## src/rtl/mem_arbiter.sv

```systemverilog
// Two-port round-robin arbiter sharing one multi-cycle memory between the
// I-cache refill port (0) and the D-cache port (1), with a per-access watchdog.
module mem_arbiter #(
    parameter int ADDR_W  = 14,
    parameter int TIMEOUT = 16
) (
    input  logic              clock,
    input  logic              reset,
    input  logic              r0_req,
    input  logic              r1_req,
    input  logic              r0_wen,
    input  logic              r1_wen,
    input  logic [ADDR_W-1:0] r0_addr,
    input  logic [ADDR_W-1:0] r1_addr,
    input  logic [31:0]       r0_wdata,
    input  logic [31:0]       r1_wdata,
    input  logic [3:0]        r0_bsel,
    input  logic [3:0]        r1_bsel,
    output logic              r0_ack,
    output logic              r1_ack,
    output logic              r0_err,
    output logic              r1_err,
    output logic [31:0]       r0_rdata,
    output logic [31:0]       r1_rdata,
    output logic              mem_ren,
    output logic              mem_wen,
    output logic [ADDR_W-1:0] mem_addr,
    output logic [31:0]       mem_din,
    output logic [3:0]        mem_bsel,
    input  logic [31:0]       mem_dout,
    input  logic              mem_ack,
    output logic [1:0]        grant
);

    typedef enum logic [1:0] {S_IDLE, S_BUSY, S_DONE} state_t;

    localparam logic [7:0] WDOG_LAST = 8'(TIMEOUT - 1);

    // Requester fields gathered into port-indexed vectors.
    logic [1:0]             req_vec;
    logic [1:0]             wen_vec;
    logic [1:0][ADDR_W-1:0] addr_vec;
    logic [1:0][31:0]       wdata_vec;
    logic [1:0][3:0]        bsel_vec;

    assign req_vec   = {r1_req, r0_req};
    assign wen_vec   = {r1_wen, r0_wen};
    assign addr_vec  = {r1_addr, r0_addr};
    assign wdata_vec = {r1_wdata, r0_wdata};
    assign bsel_vec  = {r1_bsel, r0_bsel};

    state_t            state_reg, state_next;
    logic              ptr_reg, ptr_next;
    logic [1:0]        grant_reg, grant_next;
    logic              ren_reg, ren_next;
    logic              wen_reg, wen_next;
    logic [ADDR_W-1:0] addr_reg, addr_next;
    logic [31:0]       din_reg, din_next;
    logic [3:0]        bsel_reg, bsel_next;
    logic [7:0]        wdog_reg, wdog_next;
    logic [1:0]        ack_reg, ack_next;
    logic [1:0]        err_reg, err_next;
    logic [1:0][31:0]  rdata_reg, rdata_next;

    logic pick;
    logic win;

    // Under contention the pointer decides; otherwise the lone requester wins.
    assign pick = (req_vec[0] && req_vec[1]) ? ptr_reg : req_vec[1];
    assign win  = grant_reg[1];

    always_comb begin
        state_next = state_reg;
        ptr_next   = ptr_reg;
        grant_next = grant_reg;
        ren_next   = ren_reg;
        wen_next   = wen_reg;
        addr_next  = addr_reg;
        din_next   = din_reg;
        bsel_next  = bsel_reg;
        wdog_next  = wdog_reg;
        ack_next   = 2'b00;
        err_next   = 2'b00;
        rdata_next = rdata_reg;

        case (state_reg)
            S_IDLE: begin
                if (|req_vec) begin
                    grant_next = pick ? 2'b10 : 2'b01;
                    ren_next   = !wen_vec[pick];
                    wen_next   = wen_vec[pick];
                    addr_next  = addr_vec[pick];
                    din_next   = wdata_vec[pick];
                    bsel_next  = bsel_vec[pick];
                    wdog_next  = 8'd0;
                    ptr_next   = !pick;
                    state_next = S_BUSY;
                end
            end
            S_BUSY: begin
                // A memory ack in the final watchdog cycle still counts as success.
                if (mem_ack) begin
                    if (ren_reg) begin
                        rdata_next[win] = mem_dout;
                    end
                    ack_next[win] = 1'b1;
                    ren_next      = 1'b0;
                    wen_next      = 1'b0;
                    state_next    = S_DONE;
                end else if (wdog_reg == WDOG_LAST) begin
                    ack_next[win]   = 1'b1;
                    err_next[win]   = 1'b1;
                    rdata_next[win] = 32'd0;
                    ren_next        = 1'b0;
                    wen_next        = 1'b0;
                    state_next      = S_DONE;
                end else begin
                    wdog_next = wdog_reg + 8'd1;
                end
            end
            S_DONE: begin
                grant_next = 2'b00;
                state_next = S_IDLE;
            end
            default: begin
                grant_next = 2'b00;
                ren_next   = 1'b0;
                wen_next   = 1'b0;
                state_next = S_IDLE;
            end
        endcase
    end

    always_ff @(posedge clock or posedge reset) begin
        if (reset) begin
            state_reg <= S_IDLE;
            ptr_reg   <= 1'b0;
            grant_reg <= 2'b00;
            ren_reg   <= 1'b0;
            wen_reg   <= 1'b0;
            addr_reg  <= '0;
            din_reg   <= 32'd0;
            bsel_reg  <= 4'd0;
            wdog_reg  <= 8'd0;
            ack_reg   <= 2'b00;
            err_reg   <= 2'b00;
            rdata_reg <= '0;
        end else begin
            state_reg <= state_next;
            ptr_reg   <= ptr_next;
            grant_reg <= grant_next;
            ren_reg   <= ren_next;
            wen_reg   <= wen_next;
            addr_reg  <= addr_next;
            din_reg   <= din_next;
            bsel_reg  <= bsel_next;
            wdog_reg  <= wdog_next;
            ack_reg   <= ack_next;
            err_reg   <= err_next;
            rdata_reg <= rdata_next;
        end
    end

    assign r0_ack   = ack_reg[0];
    assign r1_ack   = ack_reg[1];
    assign r0_err   = err_reg[0];
    assign r1_err   = err_reg[1];
    assign r0_rdata = rdata_reg[0];
    assign r1_rdata = rdata_reg[1];
    assign mem_ren  = ren_reg;
    assign mem_wen  = wen_reg;
    assign mem_addr = addr_reg;
    assign mem_din  = din_reg;
    assign mem_bsel = bsel_reg;
    assign grant    = grant_reg;

endmodule

```

## config.mk

```make
export PLATFORM = sky130hd
export DESIGN_NAME = mem_arbiter
export DESIGN_NICKNAME = d
export VERILOG_FILES = /design/src/rtl/mem_arbiter.sv
export SDC_FILE = /design/constraint.sdc
export NUM_CORES = 1
export LEC_CHECK = 0
export BUFFER_PORTS_ARGS = -buffer_cell sky130_fd_sc_hd__buf_4
export CAP_MARGIN = 15
export CORE_ASPECT_RATIO = 0.8
export CORE_MARGIN = 4
export CORE_UTILIZATION = 35
export DETAILED_ROUTE_END_ITERATION = 7
export PLACE_DENSITY = 0.66
export SLEW_MARGIN = 0
export SYNTH_ARGS = -nofsm -noshare
export SYNTH_HDL_FRONTEND = slang
export SYNTH_SLANG_ARGS = --single-unit
```

## constraint.sdc

```tcl
create_clock -name clock -period 5.4 [get_ports clock]
set_input_delay 0.27 -clock clock [delete_from_list [all_inputs] [get_ports clock]]
set_output_delay 0.27 -clock clock [all_outputs]
set_load 0.02 [all_outputs]
```

Yosys cells after proc, flatten, opt, wreduce, memory -nomap -nowiden

Cells that the tools add are included.

Flip-flop bits (word level): 133
Bits in latches: 0
RAM bits: 0
Memory bits (read-only): 0
Input port bits: 139
Output and inout port bits: 122
Word-level logic and storage cells: 82
Memories kept: 0

Add/subtract/negate cells: 1
Multipliers: 0
Divide/modulo/power cells: 0
Order comparisons: 3
Eq/ne operators: 8
Shift-type cells: 0
Multiplexer cells: 39
Bitwise operators: 4
Reduce and logical (&&, ||, !) cells: 14

Operators with widths:

| operator            | count |
|---|---|
| $mux 64             | 3 |
| $mux 32             | 3 |
| $and 64x64->64      | 1 |
| $bwmux 64           | 1 |
| $not 64->64         | 1 |
| $demux 32 s1        | 1 |
| $mux 14             | 2 |
| $mux 8              | 3 |
| $mux 2              | 10 |
| $pmux 8 s2          | 1 |
| $add 8x1->8 const B | 1 |
| $eq 8x4->1 const B  | 1 |
| $mux 1              | 8 |
| $mux 4              | 2 |
| $pmux 2 s2          | 2 |
| $ne 2x2->1 const B  | 3 |
| $pmux 1 s3          | 2 |
| $reduce_and 2->1    | 3 |
| $reduce_and 3->1    | 2 |
| $lt 1x2->1 const B  | 2 |
| $reduce_and 4->1    | 1 |
| $reduce_bool 2->1   | 2 |
| $ne 3x3->1 const B  | 1 |
| $eq 2x1->1 const B  | 1 |
| 9 further kinds     | 12 |

Longest topological paths before layout

Gate-level depths: netlist of run 1.

Depth in word-level cells: 8
Depth in mapped cells: 7
Mapped depth without buffers: 5

Worst setup path after synthesis of run 1

Ideal clock, no wire load.

Path kind: register to register
Start: register wdog_reg[5]
End: register rdata_reg (netlist bit r0_rdata[0])
Setup time: 0.121 ns
Arrival: 1.706 ns
Data required time: 5.279 ns
Setup slack: 3.573 ns
Stages on the path, launching flop included: 6
Path buffers: 1
Clock period less this slack: 1.827 ns
Path through: dfrtp_1 -> or4_4 -> nor3_4 -> o22ai_2 -> buf_6 -> a22o_2

Cells in the longest elaborated chain, start to end: 3

RTL lines:

| what                        | line | text |
|---|---|---|
| from (decl)                 | 60   | `logic [7:0] wdog_reg, wdog_next;` |
| from (signal assigned)      | 157  | `wdog_reg <= wdog_next;` |
| $eq 8x4->1                  | 110  | `end else if (wdog_reg == WDOG_LAST) begin` |
| $reduce_bool 2->1 (no line) | n/a  |  |
| $reduce_and 3->1 (no line)  | n/a  |  |
| to (signal assigned)        | 160  | `rdata_reg <= rdata_next;` |
| to (decl)                   | 63   | `logic [1:0][31:0] rdata_reg, rdata_next;` |

Every way passes these cells.
A chain may end at the register's enable or synchronous reset.

Worst setup path in the final report of run 1

Start: register state_reg[1]
End: register rdata_reg (netlist bit r0_rdata[15])

Cells in the longest elaborated chain, start to end: 2

RTL lines:

| what                       | line | text |
|---|---|---|
| from (decl)                | 52   | `state_t state_reg, state_next;` |
| from (signal assigned)     | 149  | `state_reg <= state_next;` |
| $eq 2x1->1                 | 86   | `case (state_reg)` |
| $reduce_and 3->1 (no line) | n/a  |  |

Every way passes these cells.

==> results of run 1 <==
## through the flow
stage          hold WS [ps]  cells
2_1_floorplan           406    460
3_3_place_gp            452    906
3_5_place_dp            457    906
4_1_cts                57.4    938
5_1_grt                64.3    938
6_report               41.4    938
## kinds of logic after synthesis
logic type	count (synthesis)	share of synthesized area
flip-flops	133	0.618
XOR/XNOR	2	0.00325
AND/OR/NAND/NOR	151	0.122
AO/OA/AOI/OAI	135	0.211
multiplexers	1	0.00186
adder cells (fa/ha/maj)	1	0.00232
buffers and inverters	37	0.0416
## cells in the final DEF (no fill, tap or decap), types with 4 or more instances in the layout
cell,n
nor2_1,12
clkbuf_16,17
buf_4,267
a22o_2,30
clkinv_4,4
o21ai_0,4
nand2_1,108
a22o_1,34
nand3_1,6
inv_1,5
bufinv_16,4
nor3_1,6
dfrtp_1,133
a22oi_1,50
## critical path, cell delays in order (launching register included)
cell	delay [ps]
dfrtp_1	440
nand2b_1	360
nor3_4	220
buf_4	370
o22ai_2	100
buf_4	250
a22o_2	250
## area by class of cell
cell class / instances / area (um^2)
well taps: 210 / 263
repair buffers: 267 / 2000
clock inverters: 11 / 175
multi-input cells: 290 / 1860
clock buffers: 21 / 460
inverters: 6 / 25.0
fillers: 1315 / 6950
flip-flops and latches: 133 / 3330
## power groups by stage
stage | Combinational (mW) | Sequential (mW) | Clock [mW]
finish | 2.14 | 1.75 | 1.23
global route | 2.31 | 1.81 | 1.30
CTS | 2.17 | 1.75 | 1.26
detailed placement | 2.17 | 1.75 | 0
global placement | 2.12 | 1.74 | 0
floorplan | 0.711 | 2.20 | 0
## per-layer routing
layer,routed length (um),track usage,share of wire,up-vias
met3,2040,0.104,0.12,20
li1,-,-,-,2180
met1,7070,0.247,0.41,2321
met4,246,0.0570,0.014,0
met2,7840,0.301,0.46,228
met5,0,0,0,-
## path summary, 6_finish.rpt
kind	slack [ps]	from	endpoint	cells after the start
setup / recovery	3270	state_reg[1]	r0_rdata[15]	6
hold / removal	40	reset	mem_din[28]	2
setup reg to reg	3270	state_reg[1]	r0_rdata[15]	6
hold reg to reg	470	mem_din[26]	mem_din[26]	2
max in group asynchronous	3990	reset	r1_rdata[28]	3
min in group clock	80	r1_bsel[2]	mem_bsel[2]	3
==> run_results.csv, run 1 <==
group,metric,value,unit
die,io_pins,261,
detailed_routing,drt-total-wl,17200,um
cts,htreeDepth,4,
timing,setup_tns,0,ps
worst_setup_path,cp_max_fo,33,
synth,synth_flop_cell,"dfrtp_1",
cts,clk_pin_slew,60,ps
die,die_h,119,um
timing,worst_slack,3270,ps
power_and_ir_drop,leakage,4.25,nW
timing,setup_viol,0,
power_and_ir_drop,p_per_area,632,nW/um^2
synth,synth_top_cell_by_area,"dfrtp_1",
power_and_ir_drop,ir_worst_vdd,0.338,mV
cts,clock_path_buffers,2,
final_layout,fin_nets,855,
detailed_routing,dr_total_vias,4749,
cts,ctsResizeCount,0,
synth,syn_nets,600,
place,gp_congestion,0.829,
synth,synth.cell_area,5390,um^2
die,die-area,17400,um^2
final_layout,n_antenna_cell,0,
die,core-area,15100,um^2
global_route,grt.overflow.total,0,
power_and_ir_drop,internal_power,3.18,mW
timing,fin_crit_sh,0.395,
timing,fin_crit,2130,ps
final_layout,fin_util,0.539,
timing,finalClockSkew,8.10,ps
die,start_util,0.357,
place,hpwl,12400,um
cts,cts_hold_buf,0,
synth,synth_common_cells,"133 x dfrtp_1, 108 x nand2_1, 50 x a22oi_1",
timing,final_hold_viol_count,0,
cts,cts_tree,"built",
synth,synth-edff-count,0,
synth,synth.avg_cell_area,11.7,um^2
timing,maxSlewHeadroom,0.279,
cts,clock_latency,410,ps
power_and_ir_drop,swShare,0.379,
global_route,grt_max_degree,76,
power_and_ir_drop,total_power,5.13,mW
die,die-width,147,um
worst_setup_path,end_kind,"flop",
global_route,antenna_found_initial,0,
worst_setup_path,cp-start-kind,"flop",
worst_setup_path,worstSetupPathType,"reg2reg",
power_and_ir_drop,pwr-share-seq,0.342,
place,io_buffers,260,
synth,ys_async_sr_fraction,1.00,
worst_setup_path,arrival,2430,ps
synth,yosysWarnings,0,
timing,fmax,0.469,GHz
place,postPlaceCellArea,7480,um^2
global_route,grt_pass1_vias,5044,
outcome,status,"finished clean",
final_layout,area.growth.synth_to_final,50.7,%
power_and_ir_drop,combPwrFrac,0.418,
global_route,grt_pass1_wl,27400,um
synth,ys_ff_latch,133,
synth,synthTopCellsByArea,"dfrtp_1 62%, nand2_1 7.5%, a22oi_1 7.0%",
synth,yosysMostFrequentCell,"dfrtp_1",
synth,ys_seq_area_frac,0.618,
place,place_ws,3290,ps
synth,synthDistinctLibCells,43,
timing,worst_pin_slew,1080,ps
detailed_routing,drtIter0Drc,193,
detailed_routing,dr.pass1.iters,5,
min_path,min_path_type,"in2async",
detailed_routing,viasPerCell,5.06,
cts,cts_buffers,17,
die,fp-row-count,40,
cts,cts_root_buffer,"clkbuf_16",
synth,synth_cells,460,
run,maxCapViolCount,0,
detailed_routing,drc,0,
timing,rsz0062_at_grt,"no",
power_and_ir_drop,p_clk_frac,0.241,
final_layout,finalInstanceArea,8110,um^2
cts,cts.sinks,133,
final_layout,drive_gt1_frac,0.467,
timing,slew_violations,0,
power_and_ir_drop,power_switching,1.95,mW
detailed_routing,ant_nets,0,
synth,yosys.area.top_type_share,0.618,
cts,post-cts-setup-buffers,0,
detailed_routing,wl_per_cell,18.3,um
worst_setup_path,cp.required,5700,ps
global_route,track_usage,0.198,
Power figures use the tool's default switching activity.
==> run 2: changes to the inputs <==
Clock period 5.4 ns to 2 ns, I/O delays scaled along.
==> run 2 against run 1 <==
  * Final cell count grew 15%
  * Non-clock buffer count grew 144
  * Global-route usage grew 3.1 points
  * Die area is the same
==> run_results.csv, run 2 (same netlist as run 1, synthesis figures left out) <==
group,metric,value,unit
outcome,status,"finished clean",
die,die_h,119,um
power_and_ir_drop,swShare,0.391,
worst_setup_path,end_kind,"flop",
cts,htreeDepth,4,
place,hpwl,12300,um
die,fp-row-count,40,
die,die-width,147,um
final_layout,fin_nets,999,
power_and_ir_drop,ir_worst_vdd,0.712,mV
run,maxCapViolCount,0,
timing,final_hold_viol_count,0,
timing,rsz0062_at_grt,"no",
detailed_routing,viasPerCell,5.13,
final_layout,area.growth.synth_to_final,77.7,%
power_and_ir_drop,p_per_area,1480,nW/um^2
power_and_ir_drop,combPwrFrac,0.447,
place,postPlaceCellArea,7640,um^2
die,core-area,15100,um^2
final_layout,stdcell_count,1082,
global_route,antenna_found_initial,0,
die,io_pins,261,
min_path,min_path_type,"in2reg",
detailed_routing,dr.pass1.iters,6,
cts,clk_pin_slew,60,ps
die,start_util,0.357,
timing,fmax,0.542,GHz
global_route,track_usage,0.230,
cts,cts_tree,"built",
power_and_ir_drop,power_switching,5.56,mW
global_route,grt_pass1_wl,32200,um
timing,setup_tns,0,ps
worst_setup_path,cp_max_fo,26,
cts,cts_root_buffer,"clkbuf_16",
detailed_routing,drtIter0Drc,318,
worst_setup_path,cp.required,2300,ps
timing,hold_slack,40.7,ps
global_route,grt_pass1_vias,5910,
cts,cts.sinks,133,
detailed_routing,drc,0,
final_layout,n_antenna_cell,0,
worst_setup_path,worstSetupPathType,"reg2reg",
timing,maxSlewHeadroom,0.516,
cts,post-cts-setup-buffers,0,
final_layout,final_cell_mix,"271 x buf_4, 133 x dfrtp_1, 133 x dlygate4sd3_1",
timing,finalClockSkew,16.1,ps
detailed_routing,ant_nets,0,
timing,fin_crit_sh,0.923,
cts,clock_latency,430,ps
global_route,grt_max_degree,134,
global_route,grt.overflow.total,0,
final_layout,drive_gt1_frac,0.405,
timing,slew_violations,0,
timing,setup_viol,0,
power_and_ir_drop,p_clk_frac,0.222,
power_and_ir_drop,pwr-share-seq,0.332,
cts,cts_buffers,17,
die,die-area,17400,um^2
power_and_ir_drop,leakage,4.87,nW
detailed_routing,wl_per_cell,18.6,um
cts,clock_path_buffers,2,
place,gp_congestion,0.864,
final_layout,fin_util,0.635,
power_and_ir_drop,internal_power,8.65,mW
detailed_routing,drt-total-wl,20100,um
worst_setup_path,cp-start-kind,"flop",
detailed_routing,dr_total_vias,5546,
worst_setup_path,arrival,2150,ps
place,io_buffers,260,
place,post-place-cells,917,
timing,fin_crit,1850,ps
timing,worst_pin_slew,727,ps
final_layout,finalInstanceArea,9570,um^2
final_layout,final_common_cell,"buf_4",
run 2: cell types whose count changed in the layout (fill, tap and decap cells not counted):
cell	change
dlygate4sd3_1	+133
buf_12	+6
buf_4	+4
inv_6	+3
inv_8	+3
bufinv_16	-2
clkbuf_1	-2
clkbuf_8	-2
buf_6	+1
clkinv_2	+1
clkinv_4	-1
clkinvlp_4	+1
inv_4	-1
run 2: cell type report:
cell class,count,area [um^2]
multi-input cells,290,1860
clock inverters,15,171
clock buffers,17,425
well taps,210,263
flip-flops and latches,133,3330
fillers,1111,5500
repair buffers,411,3500
inverters,6,26.3
run 2: worst max-delay path, cell delays in order, from the launching register on:
cell	delay, ps
dfrtp_1	430
or4_4	590
nor3_4	170
o22ai_2	140
buf_12	180
a22o_2	220
run 2: power by group through the flow:
stage	clock network, mW	logic, mW	registers (mW)
floorplan	0	1.92	5.94
global placement	0	5.97	4.66
detailed placement	0	6.10	4.66
CTS	3.20	6.31	4.67
global route	3.33	6.79	4.85
finish	3.15	6.35	4.71
run 2: worst paths after layout:
kind                        startpoint           end  slack, ps  depth (start not counted)
setup / recovery           wdog_reg[5]   r0_rdata[1]        150                          5
hold / removal                 mem_ack  state_reg[1]         40                          3
setup reg to reg           wdog_reg[5]   r0_rdata[1]        150                          5
hold reg to reg            mem_addr[4]   mem_addr[4]        470                          2
max in group asynchronous        reset       ptr_reg        990                          4
min in group asynchronous        reset   r0_rdata[7]        440                          4
run 2: per-stage QoR:
stage	total power, mW	worst slack, ps
2_1_floorplan	7.86	173
3_3_place_gp	10.6	115
3_5_place_dp	10.8	75.3
4_1_cts	14.2	70.8
5_1_grt	15.0	36.1
6_report	14.2	154
run 2: routing by layer:
layer / routed length [um] / track usage / vias to the layer above
met5: 0 / 0 / -
met4: 646 / 0.102 / 0
met3: 2020 / 0.0901 / 53
met2: 9380 / 0.356 / 327
met1: 8030 / 0.285 / 2688
li1: - / - / 2478
run 2: timing repair:
item	CTS	global route
setup endpoints to repair	0	23
resized for setup	0	1
hold endpoints to repair	247	0
hold buffers	133	0
